### config.mk
export PLATFORM = sky130hd
export DESIGN_NAME = block_write_seq
export DESIGN_NICKNAME = d
export VERILOG_FILES = /design/src/rtl/block_write_seq.sv
export SDC_FILE = /design/constraint.sdc
export NUM_CORES = 1
export LEC_CHECK = 0
export ABC_AREA = 0
export CORE_MARGIN = 10
export CORE_UTILIZATION = 57
export DETAILED_ROUTE_END_ITERATION = 12
export PLACE_DENSITY = 0.84
export SETUP_SLACK_MARGIN = 0.1
export SLEW_MARGIN = 20
export SYNTH_ARGS = -nofsm -noshare
export SYNTH_HDL_FRONTEND = slang
export SYNTH_SLANG_ARGS = --single-unit
### constraint.sdc
create_clock -name clk_i -period 9 [get_ports clk_i]
set_input_delay 0.9 -clock clk_i [delete_from_list [all_inputs] [get_ports clk_i]]
set_output_delay 0.9 -clock clk_i [all_outputs]
set_load 0.05 [all_outputs]
### src/rtl/block_write_seq.sv
`timescale 1ns/1ps
`default_nettype none
// ============================================================================
// Module      : block_write_seq
// Description : Write-transfer sequencer for an SD host. Walks the block-write
//               datapath through single/multi-block transfers with block
//               counting, block-gap halting, auto CMD12 and busy timeout.
// Revision    : 1.0 - initial release
// ============================================================================
module block_write_seq #(
    parameter int MaxBlockBitSize = 10,
    parameter int BlockCountWidth = 16,
    parameter int TimeoutWidth    = 24
) (
    input  logic                       clk_i,
    input  logic                       rst_ni,
    input  logic                       sd_clk_en_p_i,
    input  logic                       start_i,
    input  logic                       multi_block_i,
    input  logic                       block_count_en_i,
    input  logic                       auto_cmd12_en_i,
    input  logic [BlockCountWidth-1:0] block_count_i,
    input  logic                       stop_at_gap_i,
    input  logic                       continue_i,
    input  logic [TimeoutWidth-1:0]    timeout_limit_i,
    input  logic                       buf_ready_i,
    output logic                       buf_release_o,
    output logic                       dw_start_o,
    input  logic                       dw_done_i,
    input  logic                       dw_crc_err_i,
    input  logic                       dw_end_bit_err_i,
    input  logic                       dw_timeout_i,
    input  logic                       dw_waiting_i,
    output logic                       auto_cmd12_req_o,
    input  logic                       auto_cmd12_done_i,
    output logic                       active_o,
    output logic                       block_gap_o,
    output logic                       xfer_complete_o,
    output logic                       crc_err_o,
    output logic                       end_bit_err_o,
    output logic                       timeout_err_o,
    output logic [BlockCountWidth-1:0] blocks_left_o
);

    if (MaxBlockBitSize < 1) begin : g_bad_block_size
        $error("MaxBlockBitSize must be at least 1");
    end

    typedef enum logic [2:0] {
        IDLE     = 3'd0,
        WAIT_BUF = 3'd1,
        START    = 3'd2,
        XFER     = 3'd3,
        CHECK    = 3'd4,
        GAP      = 3'd5,
        CMD12    = 3'd6,
        FINISH   = 3'd7
    } state_e;

    state_e                     state_q, state_d;
    logic                       multi_q, multi_d;
    logic                       cnt_en_q, cnt_en_d;
    logic                       acmd12_en_q, acmd12_en_d;
    logic [BlockCountWidth-1:0] blocks_left_q, blocks_left_d;
    logic [TimeoutWidth-1:0]    busy_cnt_q, busy_cnt_d;
    logic                       st_crc_q, st_crc_d;
    logic                       st_end_q, st_end_d;
    logic                       st_to_q, st_to_d;
    logic                       buf_release_q, buf_release_d;
    logic                       block_gap_q, block_gap_d;
    logic                       acmd12_req_q, acmd12_req_d;
    logic                       xfer_complete_q, xfer_complete_d;
    logic                       crc_err_q, crc_err_d;
    logic                       end_bit_err_q, end_bit_err_d;
    logic                       timeout_err_q, timeout_err_d;

    always_comb begin
        state_d         = state_q;
        multi_d         = multi_q;
        cnt_en_d        = cnt_en_q;
        acmd12_en_d     = acmd12_en_q;
        blocks_left_d   = blocks_left_q;
        busy_cnt_d      = busy_cnt_q;
        st_crc_d        = st_crc_q;
        st_end_d        = st_end_q;
        st_to_d         = st_to_q;
        buf_release_d   = 1'b0;
        block_gap_d     = 1'b0;
        acmd12_req_d    = 1'b0;
        xfer_complete_d = 1'b0;
        crc_err_d       = 1'b0;
        end_bit_err_d   = 1'b0;
        timeout_err_d   = 1'b0;

        case (state_q)
            IDLE: begin
                if (start_i) begin
                    multi_d       = multi_block_i;
                    cnt_en_d      = block_count_en_i;
                    acmd12_en_d   = auto_cmd12_en_i;
                    blocks_left_d = block_count_i;
                    if (block_count_en_i && (block_count_i == '0)) begin
                        state_d = FINISH;
                    end else begin
                        state_d = WAIT_BUF;
                    end
                end
            end
            WAIT_BUF: begin
                if (buf_ready_i) begin
                    state_d = START;
                end
            end
            START: begin
                // Leave on the strobe that the datapath samples the request on.
                if (sd_clk_en_p_i) begin
                    state_d    = XFER;
                    busy_cnt_d = '0;
                end
            end
            XFER: begin
                if (dw_done_i) begin
                    st_crc_d = dw_crc_err_i;
                    st_end_d = dw_end_bit_err_i;
                    st_to_d  = dw_timeout_i;
                    state_d  = CHECK;
                end else if (sd_clk_en_p_i && dw_waiting_i) begin
                    busy_cnt_d = busy_cnt_q + 1'b1;
                    if ((timeout_limit_i != '0) && (busy_cnt_d == timeout_limit_i)) begin
                        timeout_err_d = 1'b1;
                        state_d       = IDLE;
                    end
                end
            end
            CHECK: begin
                if (st_to_q) begin
                    timeout_err_d = 1'b1;
                    state_d       = IDLE;
                end else if (st_crc_q) begin
                    crc_err_d = 1'b1;
                    state_d   = IDLE;
                end else if (st_end_q) begin
                    end_bit_err_d = 1'b1;
                    state_d       = IDLE;
                end else begin
                    buf_release_d = 1'b1;
                    if (cnt_en_q && (blocks_left_q != '0)) begin
                        blocks_left_d = blocks_left_q - 1'b1;
                    end
                    if (!multi_q || (cnt_en_q && (blocks_left_d == '0))) begin
                        if (multi_q && acmd12_en_q) begin
                            acmd12_req_d = 1'b1;
                            state_d      = CMD12;
                        end else begin
                            state_d = FINISH;
                        end
                    end else if (stop_at_gap_i) begin
                        block_gap_d = 1'b1;
                        state_d     = GAP;
                    end else begin
                        state_d = WAIT_BUF;
                    end
                end
            end
            GAP: begin
                if (continue_i) begin
                    state_d = WAIT_BUF;
                end
            end
            CMD12: begin
                if (auto_cmd12_done_i) begin
                    state_d = FINISH;
                end
            end
            FINISH: begin
                xfer_complete_d = 1'b1;
                state_d         = IDLE;
            end
            default: state_d = IDLE;
        endcase
    end

    always_ff @(posedge clk_i or negedge rst_ni) begin
        if (!rst_ni) begin
            state_q         <= IDLE;
            multi_q         <= 1'b0;
            cnt_en_q        <= 1'b0;
            acmd12_en_q     <= 1'b0;
            blocks_left_q   <= '0;
            busy_cnt_q      <= '0;
            st_crc_q        <= 1'b0;
            st_end_q        <= 1'b0;
            st_to_q         <= 1'b0;
            buf_release_q   <= 1'b0;
            block_gap_q     <= 1'b0;
            acmd12_req_q    <= 1'b0;
            xfer_complete_q <= 1'b0;
            crc_err_q       <= 1'b0;
            end_bit_err_q   <= 1'b0;
            timeout_err_q   <= 1'b0;
        end else begin
            state_q         <= state_d;
            multi_q         <= multi_d;
            cnt_en_q        <= cnt_en_d;
            acmd12_en_q     <= acmd12_en_d;
            blocks_left_q   <= blocks_left_d;
            busy_cnt_q      <= busy_cnt_d;
            st_crc_q        <= st_crc_d;
            st_end_q        <= st_end_d;
            st_to_q         <= st_to_d;
            buf_release_q   <= buf_release_d;
            block_gap_q     <= block_gap_d;
            acmd12_req_q    <= acmd12_req_d;
            xfer_complete_q <= xfer_complete_d;
            crc_err_q       <= crc_err_d;
            end_bit_err_q   <= end_bit_err_d;
            timeout_err_q   <= timeout_err_d;
        end
    end

    assign dw_start_o       = (state_q == START);
    assign active_o         = (state_q != IDLE);
    assign blocks_left_o    = blocks_left_q;
    assign buf_release_o    = buf_release_q;
    assign block_gap_o      = block_gap_q;
    assign auto_cmd12_req_o = acmd12_req_q;
    assign xfer_complete_o  = xfer_complete_q;
    assign crc_err_o        = crc_err_q;
    assign end_bit_err_o    = end_bit_err_q;
    assign timeout_err_o    = timeout_err_q;

endmodule
`default_nettype wire

After elaboration in Yosys (flattened, before gate mapping) --
Cells that the tools add are included.
Storage, ports and cells: flip-flop bits (word level) 56, input bits 56, output and inout port bits 25, word-level logic and storage cells 118
Operators by class: add/subtract/negate cells 2, equality and inequality tests 20, mux-type cells 59, reduce and logical (&&, ||, !) cells 21
Operators by type and width (number):
- two-way mux 16 bit | 9
- two-way mux 24 bit | 3
- one-hot mux 24 bit (2 select lines) | 1
- two-way mux 3 bit | 14
- logical NOT 16 bit | 2
- one-hot mux 16 bit (2 select lines) | 1
- two-way mux 1 bit | 29
- adder 24 x 1 -> 24 bit (second input constant) | 1
- equality test 24 bit | 1
- one-hot mux 3 bit (8 select lines) | 1
- nonzero test 24 bit | 1
- != test 2 bit (second input constant) | 10
- nonzero test 16 bit | 1
- subtractor 16 x 1 -> 16 bit (second input constant) | 1
- equality test 3 bit (second input constant) | 4
- AND reduction 7 bit | 1
- equality test 3 x 2 -> 1 bit (second input constant) | 2
- logical AND 1 bit | 6
- != test 3 bit (second input constant) | 2
- AND reduction 5 bit | 1
- AND reduction 2 bit | 2
- AND reduction 4 bit | 1
- nonzero test 2 bit | 2
- equality test 3 x 1 -> 1 bit (second input constant) | 1
- 5 further kinds | 5

Depth between registers and ports, before layout --
depth in word-level cells 15, mapped depth 11, depth with buffers taken out 10

Worst setup path before layout --
No wires, ideal clock.
path kind in2reg, start input port timeout_limit_i[12], end register state_q[1], library setup time 0.132 ns, data arrival time 2.921 ns, required time 8.868 ns, slack 5.947 ns, stages on the path 8, path buffers 0, path through nand4b_1 or4_4 a211oi_2 nor3_1 or4_1 or4_4 o21ai_0 o22ai_1
Between the ends: longest elaborated chain between the ends 4, elaborated cells on any way between the ends 5, classes of those cells eq/ne: 2; reduce/logical: 3
RTL lines:
- start, declared | line 25 | input logic [TimeoutWidth-1:0] timeout_limit_i,
- equality test 24 bit or nonzero test 24 bit (tied branches) | line 129 | if ((timeout_limit_i != '0) && (busy_cnt_d == timeout_limit_i)) begin
- logical AND 1 bit (*) | line 129
- != test 3 bit (no source line) (*)
- AND reduction 7 bit (no source line) (*)
- end signal, assigned | line 202 | state_q <= state_d;
- end, declared | line 60 | state_e state_q, state_d;
Every way passes the cells marked *; elsewhere a longest branch is shown, timed or not. A chain may end at the register's enable or synchronous reset.

Final worst setup path --
start register busy_cnt_q[7], end register state_q[0]
Between the ends: longest elaborated chain between the ends 5
RTL lines:
- start, declared | line 65 | logic [TimeoutWidth-1:0] busy_cnt_q, busy_cnt_d;
- start signal, assigned | line 207 | busy_cnt_q <= busy_cnt_d;
- adder 24 x 1 -> 24 bit | line 128 | busy_cnt_d = busy_cnt_q + 1'b1;
- equality test 24 bit | line 129
- logical AND 1 bit | line 129
- != test 3 bit (no source line)
- AND reduction 7 bit (no source line)
No other way between the ends.

==> impl_metrics.env <==
export IMPL_syn_to_final_growth_pct=21.4
export IMPL_grt_max_degree=57
export IMPL_cp_end_kind="flop"
export IMPL_row_count=31
export IMPL_grt_pass1_wl_um=20900
export IMPL_wl_per_cell_um=18.5
export IMPL_die_w_um=106
export IMPL_yosysMostFrequentCell="dfrtp_1"
export IMPL_syn_avg_cell_area_um2=8.05
export IMPL_finalMaxSlewViolations=0
export IMPL_dieArea_um2=11200
export IMPL_die_h_um=106
export IMPL_net_switching_power_uw=612
export IMPL_r2r_end="state_q[0]"
export IMPL_synth_distinct_cells=67
export IMPL_p_int_uw=606
export IMPL_path_max_fanout=10
export IMPL_worstSkewPairLatency_ps=330
export IMPL_drt_iter0_drc=242
export IMPL_routed_wl_um=12600
export IMPL_yosysWarnings=0
export IMPL_ir_drop_uv=95.6
export IMPL_via_per_inst=6.50
export IMPL_worstSetupPathType="reg2reg"
export IMPL_cts_tree="yes"
export IMPL_cts_post_setup_buffers_inserted=0
export IMPL_synth_common_cells="dfrtp_1, o21ai_0, nor2_1, nand2_1, a21oi_1"
export IMPL_cp_arrival_ps=3600
export IMPL_htree_num_levels=2
export IMPL_num_vias=4412
export IMPL_pwr_share_comb_pct=52.7
export IMPL_synth_cells=523
export IMPL_clock_sinks=56
export IMPL_clk_path_buf_depth=2
export IMPL_gp_congestion=0.937
export IMPL_status="complete, no violations"
export IMPL_async_reset_ff_share_pct=100
export IMPL_synth_edf_count=0
export IMPL_whs_path_depth=1
export IMPL_seq_power_share_pct=34.8
export IMPL_hold_start="busy_cnt_q[23]"
export IMPL_synth_seq_area_share_pct=33.3
export IMPL_min_period_ps=3390
export IMPL_setup_viol=0
export IMPL_drc=0
export IMPL_path_clk_slew_ps=120
export IMPL_antenna_found_initial=0
export IMPL_drv_cap=0
export IMPL_grt_overflow=0
export IMPL_drive_above_1_share_pct=7.07
export IMPL_fin_crit_sh_pct=37.7
export IMPL_swShare_pct=50.2
export IMPL_firstDrtPassIters=5
export IMPL_drtAntennaViolNets=0
export IMPL_synth_seq_cells=56
export IMPL_grt_pass1_vias=4306
export IMPL_holdPathEnd="busy_cnt_q[23]"
export IMPL_synth_nets=581
export IMPL_insertedDiodeCount=0
export IMPL_fp_coreArea_um2=7210
export IMPL_syn_area_um2=4210
export IMPL_crit_path_start_kind="flop"
export IMPL_pwr_share_clk_pct=12.4
export IMPL_io_pins=81
export IMPL_rsz0062_at_grt="false"
export IMPL_cts_hold_buf=0
export IMPL_synth_flop_cell="dfrtp_1"
export IMPL_ff2ff_path_depth=8
export IMPL_clockRootBuffer="clkbuf_8"
export IMPL_yosysTopAreaCell="dfrtp_1"
export IMPL_finalNetCount=637
export IMPL_worstMarginPinSlew_ps=987
export IMPL_worstPathRequired_ps=9200
export IMPL_hp_class="reg2reg"
export IMPL_cts_resized=0
export IMPL_start_util_pct=58.4
export IMPL_fin_tns_setup_ps=0
export IMPL_p_leak_uw=0.00195
export IMPL_powerDensity_nw_per_um2=238
export IMPL_slew_headroom_pct=34.2
export IMPL_grt_usage_pct=21.9
export IMPL_reg2reg_from="busy_cnt_q[7]"
export IMPL_hpwl_um=9330
export IMPL_skew_ps=11.7
export IMPL_finalHoldViolCount=0
export IMPL_netlist_area_leader_share_pct=33.3
export IMPL_holdWs_ps=524
export IMPL_port_buffer_count=80
export IMPL_cts_buffers=5
export IMPL_synthTopCellsByArea="dfrtp_1, o21ai_0, nor2_1"
export IMPL_fmax_mhz=295
export IMPL_reg2reg_slack_ps=5610
final cells by class:
| class | instances | area (um2) |
|---|---|---|
| multi-input combinational | 418 | 2610 |
| fill | 609 | 2100 |
| sequential | 56 | 1400 |
| timing repair buffer | 85 | 833 |
| tap | 99 | 124 |
| clock buffer | 5 | 68.8 |
| inverter | 13 | 48.8 |
| clock inverter | 3 | 25.0 |
stage by stage:
stage / utilization (%) / total power, uW / std cells / area (um2) / setup slack [ps]
floorplan: - / 850 / 523 / 4210 / 5950
global placement: 69.5 / 1040 / 671 / 5010 / 5430
detailed placement: 69.5 / 1060 / 671 / 5010 / 5310
CTS: 70.8 / 1210 / 679 / 5110 / 5610
global route: 70.8 / 1290 / 679 / 5110 / 5370
finish: 70.8 / 1220 / 679 / 5110 / 5610
registers in the layout, summed over array words and instances (netlist names):
name,count
busy_cnt_q,24
blocks_left_o,16
state_q,3
acmd12_en_q,1
auto_cmd12_req_o,1
block_gap_o,1
buf_release_o,1
cnt_en_q,1
crc_err_o,1
end_bit_err_o,1
multi_q,1
st_crc_q,1
st_end_q,1
st_to_q,1
timeout_err_o,1
xfer_complete_o,1
how the worst max path moves through the flow:
stage	slack, ps	cells after the start	startpoint	end
2_1_floorplan	5950	8	timeout_limit_i[12]	state_q[1]
3_3_place_gp	5430	9	timeout_limit_i[12]	state_q[1]
3_5_place_dp	5310	9	timeout_limit_i[12]	state_q[0]
4_1_cts	5610	8	busy_cnt_q[7]	state_q[0]
5_1_grt	5370	8	busy_cnt_q[7]	state_q[0]
6_report	5610	8	busy_cnt_q[7]	state_q[0]
power by group through the flow:
stage / Combinational, uW / Sequential, uW / Clock (uW)
finish: 642 / 425 / 151
global route: 691 / 436 / 166
CTS: 640 / 419 / 155
detailed placement: 637 / 424 / 0
global placement: 619 / 419 / 0
floorplan: 360 / 490 / 0
cells by family after synthesis:
kind of cell | count (synthesis) | share of synthesized area [%]
DFF | 56 | 33.3
xor gates and xnor gates | 27 | 5.62
and+or+nand+nor | 222 | 29.3
muxes | 14 | 3.60
buffers and inverters | 49 | 4.78
adders and majority gates | 2 | 0.594
AOI/OAI and AO/OA | 153 | 22.9
layer usage:
metal / wire length [um] / global-route usage (%) / share of wire (%)
met1: 5030 / 26.9 / 40
met2: 6110 / 36.7 / 49
met3: 1020 / 4.11 / 8.1
met4: 393 / 9.28 / 3.1
met5: 0 / 0 / 0
cell usage in the layout, fill, tap and decap left out, types with 3 or more instances in the layout:
master	n
clkbuf_8	5
o22ai_1	8
o31ai_1	14
nor2_1	49
o211ai_1	3
nor4b_1	3
a22oi_1	6
o31a_1	3
a21o_1	4
nand4_1	13
xor2_1	10
buf_4	5
inv_1	13
and4_1	7
and3_1	5
nor4_1	18
a21oi_1	33
and2_1	4
or3_1	3
nand3_1	27
nor3b_1	5
xnor2_1	17
or4_1	4
a31oi_1	5
mux2_2	9
nor2b_1	8
nand2_1	33
o21ai_0	55
o22a_1	3
clkdlybuf4s50_1	79
dfrtp_1	56
mux2i_1	5
nor3_1	21
worst max-delay path: stages (launching register included):
cell and delay (ps):
dfrtp_1 560, nand4_4 190, nor3_1 690, nand4_1 370, mux2i_1 220, or4_1 480, or4_4 450, o21ai_0 200
a31oi_1 120
Power figures use the tool's default switching activity.
